--- src/rtl/adc_pkg.sv ---
// Constants and state encoding shared between adc_emulator and adc_interface.
package adc_pkg;

  localparam int              ADC_DATA_WIDTH  = 16;
  localparam int              ADC_CONV_CYCLES = 142;
  localparam int              ADC_SYNC_STAGES = 2;
  localparam logic [15:0]     ADC_IDLE_WORD   = 16'h8000;

  typedef enum logic [1:0] {
    ST_IDLE    = 2'd0,
    ST_CONVERT = 2'd1,
    ST_READY   = 2'd2,
    ST_SHIFT   = 2'd3
  } adc_state_e;

endpackage

--- src/rtl/adc_emulator_if.sv ---
// Sample-word stream feeding the emulator: one word per conversion over valid/ready.
interface adc_emulator_if
  import adc_pkg::*;
#(
  parameter int DATA_WIDTH = ADC_DATA_WIDTH
);
  logic [DATA_WIDTH-1:0] sample_data_p;
  logic                  sample_valid_p;
  logic                  sample_ready_p;

  modport master (output sample_data_p, output sample_valid_p, input  sample_ready_p);
  modport slave  (input  sample_data_p, input  sample_valid_p, output sample_ready_p);
endinterface

--- src/rtl/adc_emulator_async_edge_sync.sv ---
// Synchronizer chain for an asynchronous pin plus a single-edge detector.
// Rise detection is armed only after a genuine low level has been sampled.
module async_edge_sync
  import adc_pkg::*;
#(
  parameter int SYNC_STAGES = ADC_SYNC_STAGES,
  parameter bit DETECT_RISE = 1'b1
) (
  input  logic clk_i,
  input  logic rst_n_i,
  input  logic async_i,
  output logic edge_o
);

  logic [SYNC_STAGES-1:0] sync_q;
  logic [SYNC_STAGES-1:0] fill_q;
  logic                   last_q;
  logic                   armed_q;
  logic                   level_s;

  assign level_s = sync_q[SYNC_STAGES-1];

  // fill_q marks when the chain output is a real pin sample, so a level
  // already high at reset release never looks like a rising edge.
  always_ff @(posedge clk_i or negedge rst_n_i) begin
    if (!rst_n_i) begin
      sync_q  <= '0;
      fill_q  <= '0;
      last_q  <= 1'b0;
      armed_q <= 1'b0;
    end else begin
      sync_q  <= {sync_q[SYNC_STAGES-2:0], async_i};
      fill_q  <= {fill_q[SYNC_STAGES-2:0], 1'b1};
      last_q  <= level_s;
      armed_q <= armed_q | (fill_q[SYNC_STAGES-1] & ~level_s);
    end
  end

  assign edge_o = DETECT_RISE ? (armed_q & level_s & ~last_q) : (last_q & ~level_s);

endmodule

--- src/rtl/adc_emulator.sv ---
// Serial ADC emulator: answers CNV/SCK from adc_interface and shifts out one
// sample word per conversion, MSB first, changing SDO after each SCK fall.
module adc_emulator
  import adc_pkg::*;
#(
  parameter int                    DATA_WIDTH  = ADC_DATA_WIDTH,
  parameter int                    CONV_CYCLES = ADC_CONV_CYCLES,
  parameter int                    SYNC_STAGES = ADC_SYNC_STAGES,
  parameter logic [DATA_WIDTH-1:0] IDLE_WORD   = ADC_IDLE_WORD
) (
  input  logic          clk210_p,
  input  logic          reset_p,
  input  logic          cnv_p,
  input  logic          sck_p,
  output logic          sdo_p,
  output logic          busy_p,
  output logic          underrun_p,
  output logic          overrun_p,
  adc_emulator_if.slave sample_if
);

  localparam int CW = (CONV_CYCLES > 1) ? $clog2(CONV_CYCLES) : 1;
  localparam int BW = (DATA_WIDTH > 1) ? $clog2(DATA_WIDTH) : 1;
  localparam logic [CW-1:0] CONV_LOAD = CW'(CONV_CYCLES - 1);
  localparam logic [CW-1:0] CONV_ONE  = CW'(1);
  localparam logic [CW-1:0] CONV_ZERO = CW'(0);
  localparam logic [BW-1:0] BIT_LOAD  = BW'(DATA_WIDTH - 1);
  localparam logic [BW-1:0] BIT_ONE   = BW'(1);
  localparam logic [BW-1:0] BIT_ZERO  = BW'(0);

  adc_state_e            state_q, state_d;
  logic [DATA_WIDTH-1:0] shreg_q, shreg_d;
  logic [CW-1:0]         conv_cnt_q, conv_cnt_d;
  logic [BW-1:0]         bit_cnt_q, bit_cnt_d;
  logic                  sdo_q, sdo_d;
  logic                  busy_q, busy_d;
  logic                  underrun_q, underrun_d;
  logic                  overrun_q, overrun_d;
  logic                  cnv_rise_s, sck_fall_s, start_s;

  async_edge_sync #(.SYNC_STAGES(SYNC_STAGES), .DETECT_RISE(1'b1)) u_cnv_sync (
    .clk_i   (clk210_p),
    .rst_n_i (reset_p),
    .async_i (cnv_p),
    .edge_o  (cnv_rise_s)
  );

  async_edge_sync #(.SYNC_STAGES(SYNC_STAGES), .DETECT_RISE(1'b0)) u_sck_sync (
    .clk_i   (clk210_p),
    .rst_n_i (reset_p),
    .async_i (sck_p),
    .edge_o  (sck_fall_s)
  );

  // State and datapath registers; reset drops SDO without waiting for a clock.
  always_ff @(posedge clk210_p or negedge reset_p) begin
    if (!reset_p) begin
      state_q    <= ST_IDLE;
      shreg_q    <= '0;
      conv_cnt_q <= CONV_ZERO;
      bit_cnt_q  <= BIT_ZERO;
      sdo_q      <= 1'b0;
      busy_q     <= 1'b0;
      underrun_q <= 1'b0;
      overrun_q  <= 1'b0;
    end else begin
      state_q    <= state_d;
      shreg_q    <= shreg_d;
      conv_cnt_q <= conv_cnt_d;
      bit_cnt_q  <= bit_cnt_d;
      sdo_q      <= sdo_d;
      busy_q     <= busy_d;
      underrun_q <= underrun_d;
      overrun_q  <= overrun_d;
    end
  end

  // Next-state decode; CNV rise outranks SCK fall and restarts from READY/SHIFT.
  always_comb begin
    state_d = state_q;
    case (state_q)
      ST_IDLE: begin
        if (cnv_rise_s) state_d = ST_CONVERT;
        else            state_d = ST_IDLE;
      end
      ST_CONVERT: begin
        if (conv_cnt_q == CONV_ZERO) state_d = ST_READY;
        else                         state_d = ST_CONVERT;
      end
      ST_READY: begin
        if (cnv_rise_s)      state_d = ST_CONVERT;
        else if (sck_fall_s) state_d = ST_SHIFT;
        else                 state_d = ST_READY;
      end
      ST_SHIFT: begin
        if (cnv_rise_s)                                state_d = ST_CONVERT;
        else if (sck_fall_s && (bit_cnt_q == BIT_ZERO)) state_d = ST_IDLE;
        else                                           state_d = ST_SHIFT;
      end
      default: state_d = ST_IDLE;
    endcase
  end

  // Datapath and output decode; outputs are registered from the next state.
  always_comb begin
    start_s    = 1'b0;
    shreg_d    = shreg_q;
    conv_cnt_d = conv_cnt_q;
    bit_cnt_d  = bit_cnt_q;
    underrun_d = 1'b0;
    overrun_d  = 1'b0;
    if (cnv_rise_s && (state_q != ST_CONVERT)) begin
      start_s    = 1'b1;
      underrun_d = ~sample_if.sample_valid_p;
      overrun_d  = (state_q == ST_READY) || (state_q == ST_SHIFT);
      conv_cnt_d = CONV_LOAD;
      if (sample_if.sample_valid_p) shreg_d = sample_if.sample_data_p;
      else                          shreg_d = IDLE_WORD;
    end else begin
      case (state_q)
        ST_CONVERT: begin
          if (conv_cnt_q != CONV_ZERO) conv_cnt_d = conv_cnt_q - CONV_ONE;
          else                         bit_cnt_d  = BIT_LOAD;
        end
        ST_READY, ST_SHIFT: begin
          if (sck_fall_s) begin
            shreg_d = {shreg_q[DATA_WIDTH-2:0], 1'b0};
            if (bit_cnt_q != BIT_ZERO) bit_cnt_d = bit_cnt_q - BIT_ONE;
            else                       bit_cnt_d = BIT_ZERO;
          end else begin
            shreg_d = shreg_q;
          end
        end
        default: shreg_d = shreg_q;
      endcase
    end
    sdo_d  = ((state_d == ST_READY) || (state_d == ST_SHIFT)) ? shreg_d[DATA_WIDTH-1] : 1'b0;
    busy_d = (state_d == ST_CONVERT);
  end

  assign sample_if.sample_ready_p = start_s;
  assign sdo_p      = sdo_q;
  assign busy_p     = busy_q;
  assign underrun_p = underrun_q;
  assign overrun_p  = overrun_q;

endmodule

--- src/flat_wrapper.sv ---
// flat-port wrapper written by rule: the top's interface ports become plain ports
module adc_emulator_flat import adc_pkg::*;
#(
  parameter int                    DATA_WIDTH  = ADC_DATA_WIDTH,
  parameter int                    CONV_CYCLES = ADC_CONV_CYCLES,
  parameter int                    SYNC_STAGES = ADC_SYNC_STAGES,
  parameter logic [DATA_WIDTH-1:0] IDLE_WORD   = ADC_IDLE_WORD
)
  (clk210_p, reset_p, cnv_p, sck_p, sdo_p, busy_p, underrun_p, overrun_p, sample_if_sample_data_p, sample_if_sample_valid_p, sample_if_sample_ready_p);
  adc_emulator_if #(.DATA_WIDTH(DATA_WIDTH)) sample_if_i ();
  input  logic clk210_p;
  input  logic reset_p;
  input  logic cnv_p;
  input  logic sck_p;
  output logic sdo_p;
  output logic busy_p;
  output logic underrun_p;
  output logic overrun_p;
  input wire logic [$bits(sample_if_i.sample_data_p)-1:0] sample_if_sample_data_p;
  input wire logic [$bits(sample_if_i.sample_valid_p)-1:0] sample_if_sample_valid_p;
  output wire logic [$bits(sample_if_i.sample_ready_p)-1:0] sample_if_sample_ready_p;
  assign sample_if_i.sample_data_p = sample_if_sample_data_p;
  assign sample_if_i.sample_valid_p = sample_if_sample_valid_p;
  assign sample_if_sample_ready_p = sample_if_i.sample_ready_p;
  adc_emulator #(.DATA_WIDTH(DATA_WIDTH), .CONV_CYCLES(CONV_CYCLES), .SYNC_STAGES(SYNC_STAGES), .IDLE_WORD(IDLE_WORD)) u_core (.clk210_p(clk210_p), .reset_p(reset_p), .cnv_p(cnv_p), .sck_p(sck_p), .sdo_p(sdo_p), .busy_p(busy_p), .underrun_p(underrun_p), .overrun_p(overrun_p), .sample_if(sample_if_i));
endmodule
--- config.mk ---
export PLATFORM = sky130hd
export DESIGN_NAME = adc_emulator_flat
export DESIGN_NICKNAME = d
export VERILOG_FILES = /design/src/rtl/adc_pkg.sv /design/src/rtl/adc_emulator_if.sv /design/src/rtl/adc_emulator_async_edge_sync.sv /design/src/rtl/adc_emulator.sv /design/src/flat_wrapper.sv
export SDC_FILE = /design/constraint.sdc
export NUM_CORES = 1
export LEC_CHECK = 0
export ABC_AREA = 1
export CAP_MARGIN = 15
export CORE_ASPECT_RATIO = 0.7
export CORE_MARGIN = 10
export CORE_UTILIZATION = 61
export CTS_BUF_LIST = sky130_fd_sc_hd__clkbuf_8
export CTS_CLUSTER_DIAMETER = 100
export DETAILED_ROUTE_END_ITERATION = 8
export MAX_ROUTING_LAYER = met4
export PLACE_DENSITY = 0.95
export SETUP_SLACK_MARGIN = 0.4
export SLEW_MARGIN = 20
export SYNTH_ARGS = -nofsm -noshare
export SYNTH_HDL_FRONTEND = slang
export SYNTH_SLANG_ARGS = --single-unit
--- constraint.sdc ---
create_clock -name clk210_p -period 1.96 [get_ports clk210_p]
set_input_delay 0.49 -clock clk210_p [delete_from_list [all_inputs] [get_ports clk210_p]]
set_output_delay 0.49 -clock clk210_p [all_outputs]
set_load 0.005 [all_outputs]
After elaboration in Yosys (flattened, before gate mapping) --
Index checks and enable logic that the tools add are counted.
Operators by class: add/subtract/negate cells 2, multipliers 0, divide/modulo/power cells 0, order comparisons 0, equality and inequality tests 9, shifts and indexed selects 0, mux-type cells 22, bitwise operators 10, reduce and logical (&&, ||, !) cells 18
Operators by type and width (count):
- $mux 16 | 4
- $mux 8 | 3
- $mux 4 | 3
- $reduce_bool 2->1 | 5
- $eq 2x2->1 const B | 4
- $logic_not 8->1 | 1
- $mux 2 | 4
- $pmux 2 s4 | 1
- $pmux 4 s2 | 1
- $reduce_bool 8->1 | 1
- $sub 8x1->8 const B | 1
- $mux 1 | 6
- $not 1->1 | 5
- $and 1x1->1 | 4
- $eq 2x1->1 const B | 2
- $logic_not 4->1 | 1
- $ne 2x1->1 const B | 2
- $reduce_and 2->1 | 2
- $reduce_and 4->1 | 1
- $reduce_bool 4->1 | 1
- $sub 4x1->4 const B | 1
- $logic_and 1x1->1 | 2
- $logic_not 2->1 | 1
- $logic_or 1x1->1 | 2
- 3 further kinds | 3
Storage, ports and cells: register bits after elaboration 43, latch bits 0, RAM bits 0, bits in read-only memories 0, input port bits 21, output and inout bits 5, word-level logic and storage cells 76, memories kept 0

Logic depth before layout (Yosys ltp) --
Gate-level depths: netlist (run 1).
word-level depth 9, gate-level depth with buffers 9, gate-level depth less buffers 9

Cells and area by module --
From an unflattened synthesis (run 1), not the netlist that was laid out.
Unflattened totals: cells, all modules 241, area, all modules 2045.7 sq um
By module, submodules not included:
- adc_emulator | instances 1, cells each 223, area an instance 1781.7 sq um, sequential area each 850.8 sq um
- async_edge_sync at u_core.u_cnv_sync | instances 1, cells each 13, area an instance 178.9 sq um, sequential area each 150.1 sq um
- async_edge_sync at u_core.u_sck_sync | instances 1, cells each 5, area an instance 85.1 sq um, sequential area each 75.1 sq um

Worst setup path before layout (run 1) --
Ideal clock, no wire load.
path kind reg-to-output, start point reg u_core.state_q[1], end point out sample_if_sample_ready_p, arrival 0.927 ns, data required time 1.470 ns, path slack 0.543 ns, stages on the path, launching flop included 6, buffers on the path 1, cell sequence dfrtp_1 nor2_4 inv_4 nand2_4 inv_2 buf_6
Between the ends: word-level cells in the longest chain between the ends 3
Ends and longest elaborated chain:
- start: declaration | line adc_emulator.sv:31 | adc_state_e state_q, state_d;
- start signal: assignment | line adc_emulator.sv:67 | state_q <= state_d;
- $ne 2x1->1 | line adc_emulator.sv:112 | if (cnv_rise_s && (state_q != ST_CONVERT)) begin
- $logic_and 1x1->1 | line adc_emulator.sv:112
- $mux 1 | line adc_emulator.sv:112
- end: declaration | line flat_wrapper.sv:21 | output wire logic [$bits(sample_if_i.sample_ready_p)-1:0] sample_if_sample_ready_p;
Every way passes these cells.

Final worst setup path (run 1) --
start point reg u_core.state_q[0], end point out sample_if_sample_ready_p
The elaborated chain is that of the path after synthesis.

==> results of run 1 <==
## sequential cells by signal (all words and copies together), names as in the netlist
| signal | cells |
|---|---|
| u_core.u_cnv_sync.fill_q | 2 |
| u_core.underrun_p | 1 |
| u_core.sdo_p | 1 |
| u_core.shreg_q | 16 |
| u_core.busy_p | 1 |
| u_core.state_q | 2 |
| u_core.u_sck_sync.sync_q | 2 |
| u_core.u_cnv_sync.last_q | 1 |
| u_core.u_sck_sync.last_q | 1 |
| u_core.bit_cnt_q | 4 |
| u_core.u_cnv_sync.armed_q | 1 |
| u_core.conv_cnt_q | 8 |
| u_core.overrun_p | 1 |
| u_core.u_cnv_sync.sync_q | 2 |
## layout by cell type (no fill, tap or decap), types with 2 or more instances in the layout
master and instances:
nor2_2 4, o21ai_0 9, clkbuf_8 5, inv_2 3, o211ai_1 2, nand2_1 42
dfrtp_1 43, ha_1 2, buf_6 2, clkdlybuf4s50_1 19, nor2_1 11, nand4_1 4
o21ai_1 2, nor2_4 4, nand2_2 5, nand3_1 69, inv_1 21, buf_4 12
dlygate4sd2_1 4
## critical path, stage by stage, from the launching register on
cell and delay [ns]:
dfrtp_1 0.37, inv_1 0.09, nor2_4 0.15, inv_4 0.06
nand2_4 0.07, inv_2 0.05, buf_6 0.11
## metal layers
metal / track usage [%] / vias to the layer above
met5: - / -
met4: 9.684 / 0
met3: 5.931 / 20
met2: 27.46 / 89
met1: 22.09 / 860
li1: - / 859
## logic make-up after synthesis
family                   synth area share [%]
AND/OR/NAND/NOR                         32.35
adder cells (fa/ha/maj)                 1.228
buffers and inverters                   8.103
flip-flops                              52.79
AO/OA/AOI/OAI                           4.911
XOR/XNOR                               0.4298
other                                  0.1840
## layout make-up
class	count	area [um^2]	share of cell area, %
Clock buffer	5	68.82	2.734
Clock inverter	3	46.29	1.839
Inverter	25	96.34	3.827
Multi-Input combinational cell	161	819.5	32.55
Sequential cell	43	1076	42.74
Tap cell	38	47.55	1.889
Timing Repair Buffer	39	362.8	14.41
## final timing paths
check	cells past startpoint	slack, ns	endpoint	startpoint
setup / recovery	6	0.27	sample_if_sample_ready_p	u_core.state_q[0]$_DFF_PN0_
hold / removal	1	0.12	u_core.busy_p$_DFF_PN0_	reset_p
setup reg to reg	8	0.47	u_core.conv_cnt_q[2]$_DFFE_PN0P_	u_core.state_q[0]$_DFF_PN0_
hold reg to reg	0	0.36	u_core.u_sck_sync.sync_q[1]$_DFF_PN0_	u_core.u_sck_sync.sync_q[0]$_DFF_PN0_
max in group asynchronous	2	1.36	u_core.bit_cnt_q[1]$_DFFE_PN0P_	reset_p
min in group clk210_p	0	0.36	u_core.u_sck_sync.sync_q[1]$_DFF_PN0_	u_core.u_sck_sync.sync_q[0]$_DFF_PN0_
## power breakdown
part | switching, uW | internal, uW | total [uW] | leakage, uW
combinational | 876 | 542 | 1420 | 0.000680
clock | 326 | 384 | 710 | 0.0000548
sequential | 205 | 1200 | 1410 | 0.000532
total | 1410 | 2130 | 3530 | 0.00127
## through the flow
step                setup WS, ns  instances  instance area (um^2)  util, %  total power [uW]
floorplan                 0.5430        238                  2038        -              2337
global route              0.2441        314                  2517    79.43              3797
global placement          0.2426        297                  2312    72.96              2609
finish                    0.2733        314                  2517    79.43              3534
CTS                       0.3268        308                  2454    77.42              3435
detailed placement        0.1766        297                  2312    72.96              2708
## timing repair
item,CTS,global route
endpoints found under the hold margin,0,0
buffers inserted,3,6
gates cloned,0,0
resized for setup,11,7
pin swaps,4,4
setup endpoints to repair,10,30
==> flow_summary_export.csv, run 1 <==
group,metric,value,unit
status,status,"completed",
yosys,ys_types,25,
route,first_pass_iters,4,
yosys,avgSynthCellArea,8.564,um^2
route,wl,5289,um
yosys,yosys.area.top_type,"dfrtp_1",
global_routing,grt_pass1_vias,1750,
setup_path,critPathArrivalTime,1.20,ns
cts,cts_tree,"built",
route,wl_met3,483,um
final_layout,fill_cells,205,
timing,rsz0062_at_grt,"yes",
cts,clock-root-buffer,"clkbuf_8",
pwr,p_leak,0.001266,uW
cts,cts_hold_buf,0,
yosys,synthCells,238,
route,highest_layer,"met4",
global_routing,antenna_found_initial,0,
floorplanning,initial_core_util,64.31,%
route,wl_per_cell,16.84,um
cts,clk_latency,0.31,ns
timing,slew_viol_final,0,
cts,clock-sinks,43,
global_routing,grt_max_degree,41,
route,wl_met2,2504,um
yosys,ys.flop_type,"dfrtp_1",
route,drc,0,
floorplanning,die_y,68.36,um
timing,hold_ws,0.1153,ns
setup_path,cp_max_fo,2,
floorplanning,core,3169,um^2
floorplanning,die_w,89.09,um
route,met1Wirelength,2113,um
cts,cts_made_buffers,5,
floorplanning,dieArea,6090,um^2
place,dpl.hpwl,3339,um
yosys,synth_most_common_cell,"nand3_1",
final_layout,syn2layout_area_growth,23.51,%
place,gp_congestion,0.8661,
timing,fmax,592.9,MHz
final_layout,n_antenna_cell,0,
global_routing,track_usage,18.47,%
floorplanning,rows,17,
pwr,p_per_area,1404,nW/um^2
pwr,ir_drop,0.8935,mV
setup_path,crit_path_end_kind,"primary output",
yosys,synth_warnings,0,
yosys,netlist_area,2038,um^2
timing,timing.final.crit_share,86.06,%
route,via_count,1828,
global_routing,grt_overflow,0,
yosys,ys_top_cells_by_area,"dfrtp_1, nand3_1, nand2_1, inv_1, o21ai_0",
yosys,ys_ff_latch,43,
floorplanning,ios,26,
job,max-cap-violations,0,
final_layout,fin_nets,298,
place,io_buffer_count,25,
yosys,synth_edf_count,0,
yosys,synth_common_cells,"nand3_1, nand2_1, dfrtp_1",
yosys,synthArstFlopShare,100.0,%
hold_path,min_path_type,"in -> async",
yosys,synthDominantCellAreaShare,52.79,%
timing,fin_worst_skew,0.009571,ns
cts,cts.path.max_buffers,2,
route,viasPerCell,5.822,
yosys,yosysSeqAreaShare,52.79,%
final_layout,layout-drive-gt1-share,15.22,%
cts,htreeDepth,2,
setup_path,required,1.47,ns
timing,final-setup-viol-count,0,
global_routing,grt_pass1_wl,8355,um
setup_path,start_kind,"flip-flop",
setup_path,worstSetupPathType,"reg -> out",
route,ant_nets,0,
timing,min_period,1.687,ns
cts,clk_pin_slew,0.09,ns
route,drt_iter0_drc,194,
yosys,synth_nets,261,
timing,fin_tns_setup,0,ns
timing,final-hold-violation-count,0,
Power figures use the tool's default switching activity.
==> run 2, diff against run 1 <==
==> constraint.sdc (replaced) <==
create_clock -name clk210_p -period 1.96 [get_ports clk210_p]
set_input_delay 0.49 -clock clk210_p [delete_from_list [all_inputs] [get_ports clk210_p]]
set_output_delay 0.49 -clock clk210_p [all_outputs]
set_load 0.01 [all_outputs]
==> run 2 against run 1 <==
Effect of this change: register-to-register slack hardly changed; via count grew 1.9%; design area hardly changed; setup slack better by 0.089 ns; critical endpoint unchanged; highest routed layer unchanged.
==> flow_summary_export.csv, run 2 (synthesis gave the netlist of run 1 again) <==
group,metric,value,unit
floorplanning,ios,26,
route,drc,0,
setup_path,start_kind,"flip-flop",
setup_path,worstPathCellList,"nor2_4, inv_4, nand2_4, inv_2, buf_6",
setup_path,cp_num_cells,5,
timing,fmax,626.0,MHz
global_routing,antenna_found_initial,0,
route,wl,5143,um
place,dpl.hpwl,3317,um
final_layout,top_register,"u_core.shreg_q",
setup_path,crit_family,"flip-flops",
timing,timing.final.crit_share,81.50,%
timing,slew_viol_final,0,
global_routing,grt_overflow,0,
cts,htreeDepth,2,
cts,cts.path.max_buffers,2,
global_routing,grt_max_degree,41,
route,viasPerCell,5.877,
setup_path,timing.rr.start,"u_core.conv_cnt_q[1]$_DFFE_PN0P_",
route,first_pass_iters,4,
final_layout,layout-drive-gt1-share,16.13,%
timing,min_period,1.597,ns
final_layout,final_cell_area,2519,um^2
setup_path,required,1.47,ns
setup_path,reg2reg_depth,8,
pwr,p_leak,0.001273,uW
final_layout,final_common_cell,"nand3_1",
cts,cts_tree,"built",
setup_path,reg2reg_slack,0.47,ns
cts,clk_latency,0.30,ns
pwr,power,3421,uW
route,wl_per_cell,16.22,um
setup_path,cp_max_fo,2,
pwr,p_per_area,1358,nW/um^2
timing,final-hold-violation-count,0,
cts,cts_made_buffers,5,
setup_path,slowest_delay,0.41,ns
cts,clock-sinks,43,
final_layout,top_regs,"u_core.shreg_q: 16 flops, u_core.conv_cnt_q: 8 flops, u_core.bit_cnt_q: 4 flops",
final_layout,syn2layout_area_growth,23.57,%
place,io_buffer_count,25,
setup_path,crit_path_end_kind,"primary output",
place,gp_congestion,0.8643,
floorplanning,rows,17,
setup_path,worst-path-buf-inv,3,
final_layout,final_cell_mix,"nand3_1, dfrtp_1, nand2_1, inv_1, clkdlybuf4s50_1",
hold_path,min_path_type,"in -> async",
floorplanning,core,3169,um^2
final_layout,n_antenna_cell,0,
global_routing,grt_pass1_vias,1736,
status,status,"completed",
route,drt_iter0_drc,292,
floorplanning,die_w,89.09,um
timing,fin_tns_setup,0,ns
timing,fin_worst_skew,0.01080,ns
place,place_area,2312,um^2
job,max-cap-violations,0,
global_routing,track_usage,17.23,%
cts,clk_pin_slew,0.08,ns
pwr,ir_drop,0.8187,mV
final_layout,largest_register_ffs,16,
setup_path,timing.rr.end,"u_core.conv_cnt_q[6]$_DFFE_PN0P_",
route,via_count,1863,
setup_path,cpMaxStageDelayCell,"dfrtp_1",
final_layout,fill_cells,205,
timing,final-setup-viol-count,0,
final_layout,fin_nets,301,
setup_path,critPathArrivalTime,1.11,ns
timing,rsz0062_at_grt,"yes",
floorplanning,die_y,68.36,um
cts,clock-root-buffer,"clkbuf_8",
floorplanning,dieArea,6090,um^2
floorplanning,initial_core_util,64.31,%
route,ant_nets,0,
setup_path,worstSetupPathType,"reg -> out",
global_routing,grt_pass1_wl,7948,um
-- run 2: cell types whose count changed in the layout (fill, tap and decap cells not counted), sizes merged --
| cell | delta |
|---|---|
| buf | +3 |
| bufinv | -1 |
| clkinv | +1 |
-- run 2: area by class of cell --
cell class                 instances  area [um^2]  share of cell area (%)
multi-input combinational        161        819.5                   32.54
timing repair buffer              42        394.1                   15.65
clock buffer                       5        68.82                   2.732
inverter                          25        96.34                   3.825
sequential                        43         1076                   42.72
clock inverter                     3        16.27                  0.6458
tap                               38        47.55                   1.888
-- run 2: worst register-to-register path, delay by kind of cell (launching register included) --
family        cells  cell delay, ns
simple gates      6            0.76
flops             1            0.38
fa+ha+maj         1            0.17
buf+inv           1            0.11
-- run 2: power breakdown --
group / internal [uW] / switching (uW)
logic: 574 / 893
clock network: 244 / 298
registers: 1200 / 211
-- run 2: worst max path at each step --
stage | slack (ns) | start | end
final | 0.36 | u_core.state_q[1]$_DFF_PN0_ | sample_if_sample_ready_p
after global routing | 0.32 | u_core.state_q[1]$_DFF_PN0_ | sample_if_sample_ready_p
after CTS | 0.33 | u_core.u_cnv_sync.sync_q[1]$_DFF_PN0_ | sample_if_sample_ready_p
after detailed placement | 0.17 | u_core.u_cnv_sync.sync_q[1]$_DFF_PN0_ | sample_if_sample_ready_p
after global placement | 0.21 | u_core.u_cnv_sync.sync_q[1]$_DFF_PN0_ | sample_if_sample_ready_p
after floorplan | 0.54 | u_core.state_q[1]$_DFF_PN0_ | sample_if_sample_ready_p
-- run 2: what timing repair did --
action / in CTS / in global routing
resized for setup: 12 / 9
pin swaps: 2 / 4
setup endpoints to repair: 10 / 16
setup buffers: 4 / 8
hold buffers: 0 / 0
-- run 2: per-stage QoR --
stage | std cells | hold WS [ns] | utilization [%] | worst slack, ns
after floorplan | 238 | 0.1944 | - | 0.5392
after global placement | 297 | 0.3327 | 72.96 | 0.2088
after detailed placement | 297 | 0.3358 | 72.96 | 0.1654
after CTS | 309 | 0.1412 | 76.63 | 0.3313
after global routing | 317 | 0.1466 | 79.47 | 0.3170
final | 317 | 0.1289 | 79.47 | 0.3625
-- run 2: metal layers --
metal  vias to the layer above  routed length, um  share of wire [%]  track usage (%)
met4                         0                191                3.7            7.708
met3                        25                437                8.5            4.626
met1                       873               2017                 39            21.33
met5                         -                  0                  0                -
li1                        865                  -                  -                -
met2                       100               2498                 49            26.02
==> run 3, diff against run 2 <==
- CORE_UTILIZATION: 61 -> 57
- PLACE_DENSITY: 0.95 -> 0.92
- clock period: 1.96 -> 1.5 ns (I/O delays scaled with it)
==> run 3 against run 2 <==
Effect of this change: sequential power is 40% higher; clock-buffer cell count increased by 1; the run now ends with negative setup slack left; largest power group unchanged; via count rose by 14%; largest cell class is now multi-input gates; critical path depth grew 4.
==> flow_summary_export.csv, run 3 (synthesis gave the netlist of run 1 again) <==
group,metric,value,unit
timing,finalWorstSetupSlack,-0.1013,ns
setup_path,setup.worst_path.end,"u_core.shreg_q[8]$_DFFE_PN0P_",
cts,cts_tree,"built",
job,max-cap-violations,0,
route,wl_per_cell,21.84,um
cts,cts_made_buffers,5,
timing,slew_viol_final,0,
floorplanning,core,3491,um^2
global_routing,grt_max_degree,44,
final_layout,fin_nets,316,
floorplanning,dieArea,6406,um^2
cts,clock-sinks,43,
pwr,power,5857,uW
setup_path,reg2reg_slack,-0.10,ns
status,violations,"negative setup slack",
cts,clk_latency,0.31,ns
route,via_count,2128,
setup_path,startpoint,"u_core.state_q[1]$_DFF_PN0_",
setup_path,start_kind,"flip-flop",
hold_path,min_path_type,"in -> async",
timing,timing.final.crit_share,106.8,%
status,status,"finished with violations",
final_layout,fin_util,88.03,%
final_layout,layout-drive-gt1-share,35.71,%
route,viasPerCell,6.186,
setup_path,worstSetupPathType,"reg -> reg",
setup_path,crit_path_end_kind,"flip-flop",
setup_path,timing.rr.start,"u_core.state_q[1]$_DFF_PN0_",
setup_path,timing.rr.end,"u_core.shreg_q[8]$_DFFE_PN0P_",
setup_path,reg2reg_depth,9,
route,wl,7512,um
setup_path,required,1.67,ns
pwr,p_leak,0.001460,uW
cts,clk_pin_slew,0.09,ns
final_layout,top_regs,"u_core.shreg_q: 16 flops, u_core.conv_cnt_q: 8 flops, u_core.bit_cnt_q: 4 flops",
timing,min_period,1.601,ns
cts,clock-root-buffer,"clkbuf_8",
timing,hold_ws,0.02260,ns
pwr,p_per_area,1906,nW/um^2
global_routing,track_usage,20.55,%
global_routing,grt_overflow,0,
place,io_buffer_count,25,
timing,rsz0062_at_grt,"yes",
cts,htreeDepth,2,
global_routing,grt_pass1_wl,10150,um
floorplanning,ios,26,
timing,fin_tns_setup,-0.4400,ns
global_routing,grt_pass1_vias,1914,
timing,fmax,624.5,MHz
floorplanning,initial_core_util,58.39,%
floorplanning,die_y,70.03,um
cts,cts_hold_buf,0,
timing,final-hold-violation-count,0,
timing,fin_worst_skew,0.007681,ns
final_layout,top_register,"u_core.shreg_q",
final_layout,n_antenna_cell,0,
cts,cts.path.max_buffers,2,
pwr,ir_drop,1.160,mV
final_layout,final_cell_mix,"nand3_1, dfrtp_1, nand2_1, clkdlybuf4s50_1, buf_4",
floorplanning,die_w,91.47,um
setup_path,cp_max_fo,8,
timing,final-setup-viol-count,11,
route,drt_iter0_drc,290,
final_layout,final_common_cell,"nand3_1",
global_routing,antenna_found_initial,0,
final_layout,largest_register_ffs,16,
setup_path,critPathArrivalTime,1.77,ns
route,ant_nets,0,
final_layout,syn2layout_area_growth,50.77,%
floorplanning,rows,18,
place,gp_congestion,0.8912,
route,drc,0,
route,first_pass_iters,5,
place,dpl.hpwl,3296,um
run 3: metal layers:
metal	global-route usage (%)	share of wire [%]
met4	12.31	6.7
met1	23.13	36
met3	5.123	8.7
met2	32.49	49
met5	-	0
run 3: through the flow:
step	setup slack, ns	instance area (um^2)	cells
2_1_floorplan	0.2470	2049	238
3_3_place_gp	-0.07204	2404	318
3_5_place_dp	-0.1005	2404	318
4_1_cts	-0.02172	2825	336
5_1_grt	-0.1397	3073	344
6_report	-0.1013	3073	344
run 3: how the worst min path moves through the flow:
| stage | startpoint | end | slack [ns] |
|---|---|---|---|
| 5_1_grt | reset_p | u_core.conv_cnt_q[1]$_DFFE_PN0P_ | 0.03 |
| 3_5_place_dp | u_core.u_sck_sync.sync_q[0]$_DFF_PN0_ | u_core.u_sck_sync.sync_q[1]$_DFF_PN0_ | 0.34 |
| 3_3_place_gp | u_core.u_sck_sync.sync_q[0]$_DFF_PN0_ | u_core.u_sck_sync.sync_q[1]$_DFF_PN0_ | 0.33 |
| 2_1_floorplan | reset_p | u_core.bit_cnt_q[0]$_DFFE_PN0P_ | 0.08 |
| 6_report | reset_p | u_core.conv_cnt_q[1]$_DFFE_PN0P_ | 0.02 |
| 4_1_cts | reset_p | u_core.conv_cnt_q[1]$_DFFE_PN0P_ | 0.03 |
run 3: worst max-delay path, cell delays in order (launching register included):
cell and delay, ns:
dfrtp_2 0.44, buf_4 0.15, buf_6 0.11, buf_8 0.13, inv_8 0.06, nor2_4 0.05
buf_4 0.14, buf_8 0.14, nand3_2 0.10, nand3_1 0.13
run 3: cell type report:
type                            instances  area [um^2]
Tap cell                               50        62.56
Clock buffer                            6        82.58
Fill cell                             141        417.9
Clock inverter                          2        38.79
Timing Repair Buffer                   57        609.3
Multi-Input combinational cell        161         1091
Inverter                               25        108.9
Sequential cell                        43         1080
run 3: where the power goes:
| part | internal [uW] | switching [uW] |
|---|---|---|
| Sequential | 1580 | 391 |
| Combinational | 1210 | 1700 |
| Clock | 548 | 437 |
run 3: what timing repair did:
action	CTS	global route
setup buffers	8	7
endpoints found under the setup margin	39	39
pin swaps	15	12
cloned	2	1
gates resized for setup	78	38
==> edit: new RTL, flow settings as in run 1 <==
The package constant `ADC_SYNC_STAGES` goes from 2 to 4.
--- a/src/rtl/adc_pkg.sv
+++ b/src/rtl/adc_pkg.sv
@@ -4,5 +4,5 @@
   localparam int              ADC_DATA_WIDTH  = 16;
   localparam int              ADC_CONV_CYCLES = 142;
-  localparam int              ADC_SYNC_STAGES = 2;
+  localparam int              ADC_SYNC_STAGES = 4;
   localparam logic [15:0]     ADC_IDLE_WORD   = 16'h8000;
 
Check against the original RTL: not equivalent (a bounded check fails within 4 cycles, from zero or initial values and one cycle with reset_p low).
==> edit against run 1 <==
- power increased by 3.0%
- sequential share of layout area increased by 2.6 points
- sequential cell count up 6
- die area up 6.6%
- non-clock buffer count up 2
- worst setup slack improved by 0.037 ns
- routed wire length fell by 1.5%
- highest routed layer unchanged
- final area is 7.6% higher
- synthesized area up 8.9%
- first-iteration DRC count rose by 2.1%
==> edit: results (changes against run 1) <==
| Metric | Value |
|---|---|
| Peak VDD IR | 1.05 mV (+17%) |
| Hold Path Class | primary input to async pin |
| Worst Skew | 0.00148 ns (-0.00809 ns) |
| All-layer global routing usage | 16.4% (-2.1 points) |
| H-tree depth | 2 (unchanged) |
| Total CTS buffers | 5 (unchanged) |
| Share of layout cells above drive strength 1 | 16.0% (+0.81 points) |
| Largest net degree at the start of global routing | 50 (+22%) |
| Synth cell count leaders | nand3_1, dfrtp_1, nand2_1 |
| Sequential fraction of the synthesis area | 55.2% (+2.4 points) |
| CP Data Arrival Time | 1.16 ns (-0.04 ns) |
| Netlist cell types | 27 (+8.0%) |
| Ys Warns | 0 (unchanged) |
| Initial antenna violation count | 0 (unchanged) |
| GPL Wtd Cong | 0.857 (-1.0%) |
| Total Routed Length | 5210 µm (-1.5%) |
| First-pass GRT wire length | 8510 µm (+1.8%) |
| Root Driver | clkbuf_8 |
| R2r setup slk | 0.46 ns |
| Clk slew on worst S/H paths | 0.09 ns (about the same) |
| Hpwl dp | 3070 µm (-8.2%) |
| Drt via density | 5.70 (-2.0%) |
| CTS Buffer Depth | 2 (unchanged) |
| PortBufs | 25 (unchanged) |
| Drt pass-1 iters | 5 (+1) |
| Status | finished clean |
| Area contributors post-synth | dfrtp_1, nand3_1, nand2_1 |
| Static leakage | 1.34 nW (+5.8%) |
| First DRT Iteration DRCs | 198 (+2.1%) |
| Clock latency on the worst-skew pair | 0.31 ns (about the same) |
| Diode count | 0 (unchanged) |
| Master of the slowest instance on the critical path | dfrtp_2 |
| Largest regs | u_core.shreg_q (16), u_core.conv_cnt_q (8) |
| Vias in the first global route | 1,930 (+10%) |
| Top_reg_cell synth | dfrtp_1 |
| Async set-reset flop share out of synthesis | 100% (unchanged) |
| Critical Path Fanout Max | 2 (unchanged) |
| Nets@finish | 309 (+3.7%) |
| Syn Nets | 270 (+3.4%) |
| CP top delay family | flip-flops |
| Critical path's largest stage delay | 0.44 ns (+0.07 ns) |
==> edit: logic make-up after synthesis <==
logic type	share of synthesized area (%)
flip-flops	55.2
XOR/XNOR	0.395
other	0.169
buffers and inverters	7.78
adder cells (fa/ha/maj)	1.13
AND/OR/NAND/NOR	30.2
AO/OA/AOI/OAI	5.13
==> edit: layout make-up <==
type	instances	area (µm²)
sequential	49	1230
inverter	26	100
multi-input combinational	163	833
timing repair buffer	41	390
clock inverter	3	25.0
clock buffer	5	68.8
fill	216	806
tap	50	62.6
==> edit: path summary, 6_finish.rpt <==
path / start / endpoint / cells past startpoint
setup reg to reg: u_core.conv_cnt_q[3] / u_core.bit_cnt_q[3] / 7
hold / removal: reset_p / u_core.u_sck_sync.sync_q[1] / 2
min in group clk210_p: u_core.u_sck_sync.sync_q[2] / u_core.u_sck_sync.sync_q[3] / 0
hold reg to reg: u_core.u_sck_sync.sync_q[2] / u_core.u_sck_sync.sync_q[3] / 0
max in group asynchronous: reset_p / u_core.state_q[1] / 2
setup / recovery: u_core.state_q[1] / sample_if_sample_ready_p / 5
==> edit: repair_timing <==
item,in CTS,in global routing
endpoints found under the setup margin,5,13
pin swaps,2,2
buffers inserted,6,6
cloned,0,0
resized for setup,11,4
==> edit: through the flow <==
stage	hold slack, ns	setup slack [ns]	power [mW]	cells	area [µm²]
2_1_floorplan	0.194	0.529	2.49	247	2220
3_3_place_gp	0.332	0.258	2.74	317	2500
3_5_place_dp	0.336	0.216	2.82	317	2500
4_1_cts	0.158	0.354	3.49	331	2640
5_1_grt	0.159	0.281	3.91	337	2710
6_report	0.143	0.310	3.64	337	2710
==> edit: report_power, final <==
part	internal, mW	total (mW)	switching [mW]
clock network	0.258	0.609	0.351
logic	0.597	1.51	0.911
registers	1.31	1.52	0.214
total	2.16	3.64	1.48
==> edit: metal layers <==
layer | up-vias | track usage [%] | part of all wire (%)
met1 | 926 | 19.8 | 42
li1 | 890 | - | -
met2 | 88 | 25.2 | 48
met5 | - | - | 0
met3 | 18 | 4.48 | 7.1
met4 | 0 | 7.17 | 2.4
